File: config.mk
export PLATFORM = sky130hd
export DESIGN_NAME = fetch_sequencer
export DESIGN_NICKNAME = d
export VERILOG_FILES = /design/src/rtl/fetch_sequencer.sv
export SDC_FILE = /design/constraint.sdc
export NUM_CORES = 1
export LEC_CHECK = 0
export ABC_CLOCK_PERIOD_IN_PS = 3500
export CORE_ASPECT_RATIO = 0.8
export CORE_MARGIN = 2
export CORE_UTILIZATION = 35
export DETAILED_ROUTE_END_ITERATION = 7
export PLACE_DENSITY = 0.7
export REMOVE_ABC_BUFFERS = 1
export SLEW_MARGIN = 20
export SYNTH_ARGS = -nofsm -noshare
export SYNTH_HDL_FRONTEND = slang
export SYNTH_SLANG_ARGS = --single-unit
File: constraint.sdc
create_clock -name clk -period 3.5 [get_ports clk]
set_input_delay 0.7 -clock clk [delete_from_list [all_inputs] [get_ports clk]]
set_output_delay 0.7 -clock clk [all_outputs]
set_load 0.1 [all_outputs]
File: src/rtl/fetch_sequencer.sv
// fetch_sequencer: owns the PC, fetches over req/ack, holds the instruction for EXEC_CYCLES, then strobes a one-cycle commit
module fetch_sequencer #(
  parameter logic [31:0] RESET_PC    = 32'h0000_0000,
  parameter int          EXEC_CYCLES = 4
) (
  input  logic        clk,
  input  logic        rst_n,
  output logic        imem_req,
  output logic [31:0] imem_addr,
  input  logic        imem_ack,
  input  logic [31:0] imem_data,
  input  logic        stall,
  input  logic        npc_sel,
  output logic [31:0] pc,
  output logic [31:0] inst,
  output logic        inst_valid,
  output logic        wb_en
);
  typedef enum logic [1:0] {FETCH, EXEC, COMMIT} state_t;
  localparam logic [3:0] CNT_INIT = 4'(EXEC_CYCLES - 1);
  state_t state_q, state_d;
  logic [31:0] pc_q, pc_d, inst_q, inst_d;
  logic [3:0] cnt_q, cnt_d;
  logic fire, exec_go;
  always_comb begin
    imem_req = rst_n & (state_q == FETCH) & ~stall;
    fire     = imem_req & imem_ack;
    exec_go  = (state_q == EXEC) & ~stall;
    state_d  = fire ? EXEC
             : (exec_go & (cnt_q == 4'd0)) ? COMMIT
             : (state_q == COMMIT) ? FETCH
             : state_q;
    cnt_d    = fire ? CNT_INIT : (exec_go & (cnt_q != 4'd0)) ? cnt_q - 4'd1 : cnt_q;
    inst_d   = fire ? imem_data : inst_q;
    pc_d     = (state_q == COMMIT)
             ? pc_q + 32'd4 + (npc_sel ? {{14{inst_q[15]}}, inst_q[15:0], 2'b00} : 32'd0)
             : pc_q;
  end
  always_ff @(posedge clk or negedge rst_n) begin
    if (!rst_n) begin
      state_q <= FETCH;
      pc_q    <= RESET_PC;
      inst_q  <= '0;
      cnt_q   <= '0;
    end else begin
      state_q <= state_d;
      pc_q    <= pc_d;
      inst_q  <= inst_d;
      cnt_q   <= cnt_d;
    end
  end
  assign imem_addr  = pc_q;
  assign pc         = pc_q;
  assign inst       = inst_q;
  assign inst_valid = state_q != FETCH;
  assign wb_en      = state_q == COMMIT;
endmodule

==> impl_metrics.env, run 1 <==
export IMPL_status="finished clean"
export IMPL_start_util_pct=36.1
export IMPL_worst_slew_pin_transition_ns=0.998
export IMPL_netlist_area_sq_mm=0.00522
export IMPL_final_nets=892
export IMPL_drive_gt1_share_pct=24.2
export IMPL_nFillCells=1371
export IMPL_crit_path_end_kind="flop"
export IMPL_fmax_mhz=294
export IMPL_grt_pass1_vias=4541
export IMPL_ant_nets=0
export IMPL_r2r_slack_ns=0.70
export IMPL_critPathArrivalTime_ns=3.64
export IMPL_cts_root_buf="clkbuf_16"
export IMPL_cp_cell_sequence="clkdlybuf4s50_1 -> buf_4 -> buf_12 -> buf_4 -> and2_1 -> ha_1 -> ha_1 -> buf_4 -> nand3_1 -> a21oi_1 -> o2111ai_1 -> buf_4 -> and4_1 -> o31ai_1"
export IMPL_ios=136
export IMPL_critPathKind="in2reg"
export IMPL_synth_async_reset_ratio_pct=100
export IMPL_grtUsageTotal_pct=18.7
export IMPL_setup_violations_final=0
export IMPL_dr_pass1_iters=7
export IMPL_crit_top_cell="buf_4"
export IMPL_required_ns=3.74
export IMPL_cts_tree="built"
export IMPL_area_sequential_sq_mm=0.00170
export IMPL_critPathMaxFanout=14
export IMPL_dp_hpwl_um=11400
export IMPL_drc_errors=0
export IMPL_avgSynthCellArea_sq_um=8.16
export IMPL_die_w_um=140
export IMPL_io_buffers=131
export IMPL_gp_routability_congestion=0.895
export IMPL_wl_per_cell_um=15.2
export IMPL_via_per_inst=5.08
export IMPL_clk_latency_ns=0.34
export IMPL_cts_buffer_depth=2
export IMPL_start_kind="input port"
export IMPL_netlist_top_cells_area="dfrtp_1 (33%), nand2_1 (11%), ha_1 (11%), buf_4 (4.9%), xnor2_1 (3.7%)"
export IMPL_multi_input_area_sq_mm=0.00320
export IMPL_synth_cells=639
export IMPL_drt_initial_drc_count=334
export IMPL_area_growth_pct=42.1
export IMPL_ys_seq_elements=68
export IMPL_synth_main_ff_cell="dfrtp_1"
export IMPL_cp_slowest_cell="clkdlybuf4s50_1"
export IMPL_wl_um=15200
export IMPL_grt_first_pass_wirelength_um=23800
export IMPL_finalHoldViolCount=0
export IMPL_synth_edf_count=0
export IMPL_relSlewSlack_pct=33.3
export IMPL_vias=5077
export IMPL_grt_max_degree=69
export IMPL_grt_overflow=0
export IMPL_critical_path_top_delay_family="buffers and inverters"
export IMPL_preCtsSetupSlack_ns=-0.441
export IMPL_hold_path_class="reg2reg"
export IMPL_drv_slew=0
export IMPL_yosys_area_top_type="dfrtp_1"
export IMPL_post_route_period_util_pct=97.1
export IMPL_setup_slack_ns=0.102
export IMPL_antenna_found_initial=0
export IMPL_period_minus_slack_ns=3.40
export IMPL_slowest_delay_ns=0.40
export IMPL_clk_pin_slew_ns=0.06
export IMPL_die_h_um=113
export IMPL_cts_htree_levels=3
export IMPL_crit_buf_inv=6
export IMPL_antenna_cells=0
export IMPL_netlist_area_leader_share_pct=32.6
export IMPL_finClkSkew_ns=0.00839
export IMPL_max_cap_violations=0
export IMPL_numCtsBuffers=9
export IMPL_clkSinkCount=68
export IMPL_fp_dieArea_sq_mm=0.0159
export IMPL_row_count=39
export IMPL_ys_warn_count=0
export IMPL_core_area_sq_mm=0.0144
export IMPL_seq_area_frac_synth_pct=32.6
export IMPL_synth_distinct_cells=64
synth_stat cells (13+ instances only):
master,n
nand2_1,156
dfrtp_1,68
ha_1,44
buf_4,34
a21oi_1,32
nor2_1,26
clkbuf_1,25
o21ai_0,25
xnor2_1,22
inv_1,18
and3_1,17
and2_1,16
nand4_1,15
nand3_1,14
a21o_1,13
worst register-to-register path: cells and delay by family, from the launching register on:
kind,cells,cell delay [ns]
compound gates,5,0.87
fa+ha+maj,3,0.86
flops,1,0.40
simple gates,2,0.40
buf+inv,1,0.16
kinds of logic (layout without fill, tap and decap cells):
logic type | Yosys count | after routing | share of synthesized area, %
AND/OR/NAND/NOR | 278 | 278 | 24.7
AO/OA/AOI/OAI | 133 | 133 | 17.8
buffers and inverters | 83 | 256 | 8.52
flip-flops | 68 | 68 | 32.6
adder cells (fa/ha/maj) | 45 | 45 | 10.9
XOR/XNOR | 28 | 28 | 4.70
multiplexers | 3 | 3 | 0.600
other | 1 | 4 | 0.0719
what timing repair did:
action | in CTS | in global routing
resized for setup | 2 | 23
setup endpoints to repair | 6 | 17
setup buffers | 1 | 2
cloned | 0 | 0
pin swaps | 1 | 4
hold buffers | 0 | 0
metal layers:
layer	global-route usage (%)	up-vias	part of all wire [%]
li1	-	2551	-
met2	26.9	173	43
met1	27.8	2330	49
met5	0	-	0
met4	5.80	0	1.9
met3	4.02	23	6.1
sequential cells by signal (all words and copies together), names as in the netlist:
| name | flops |
|---|---|
| cnt_q | 4 |
| imem_addr | 30 |
| inst | 32 |
| state_q | 2 |
worst paths after layout:
kind	end	start	cells past startpoint
max	imem_addr[26]	npc_sel	14
min reg2reg	inst[20]	inst[20]	2
max in group asynchronous	imem_addr[24]	rst_n	2
max reg2reg	imem_addr[29]	inst[1]	11
min in group asynchronous	imem_addr[20]	rst_n	2
min	inst[20]	inst[20]	2
cell usage in the layout (no fill, tap or decap), drive strengths merged, types with 3 or more instances in the layout:
| master | count |
|---|---|
| nand2 | 156 |
| buf | 150 |
| clkdlybuf4s50 | 72 |
| dfrtp | 68 |
| ha | 44 |
| a21oi | 32 |
| o21ai | 27 |
| nor2 | 26 |
| xnor2 | 22 |
| inv | 20 |
| and2 | 19 |
| and3 | 17 |
| nand4 | 15 |
| nand3 | 14 |
| a21o | 13 |
| clkbuf | 9 |
| o31ai | 9 |
| o211ai | 7 |
| o21a | 7 |
| nor3 | 7 |
| xor2 | 6 |
| and4 | 5 |
| a211oi | 5 |
| o2111ai | 4 |
| conb | 4 |
| nor3b | 4 |
| a21boi | 3 |
| a211o | 3 |
| nor4 | 3 |
| nand2b | 3 |
| a31o | 3 |
| a31oi | 3 |
| o311ai | 3 |
| o31a | 3 |
area by class of cell:
| cell class | count | share of cell area [%] |
|---|---|---|
| inverters | 18 | 0.912 |
| well taps | 184 | 3.11 |
| repair buffers | 222 | 25.5 |
| flip-flops and latches | 68 | 23.0 |
| multi-input cells | 491 | 43.2 |
| clock inverters | 7 | 1.32 |
| clock buffers | 9 | 3.04 |
metrics by stage:
stage / setup TNS (ns) / hold WS, ns / cell area (sq um) / cells / utilization (%)
floorplan: -96.77 / 0.404 / 4850 / 577 / -
global placement: -4.37 / 0.458 / 6940 / 980 / 48.1
detailed placement: -5.23 / 0.462 / 6940 / 980 / 48.1
CTS: 0 / 0.477 / 7280 / 997 / 50.4
global route: -0.0118 / 0.502 / 7410 / 999 / 51.3
finish: 0 / 0.472 / 7410 / 999 / 51.3
Power of run 1 is left out: the tool's default activity adds up to more than one toggle a clock period on the data nets, which glitch-free logic cannot reach.
==> run 2: changes to the inputs <==
- CAP_MARGIN: not set -> 15
==> results of run 2 <==
Final layout, timing and power as in run 1 (identical DEF).
Power of run 2 is left out for the same reason.
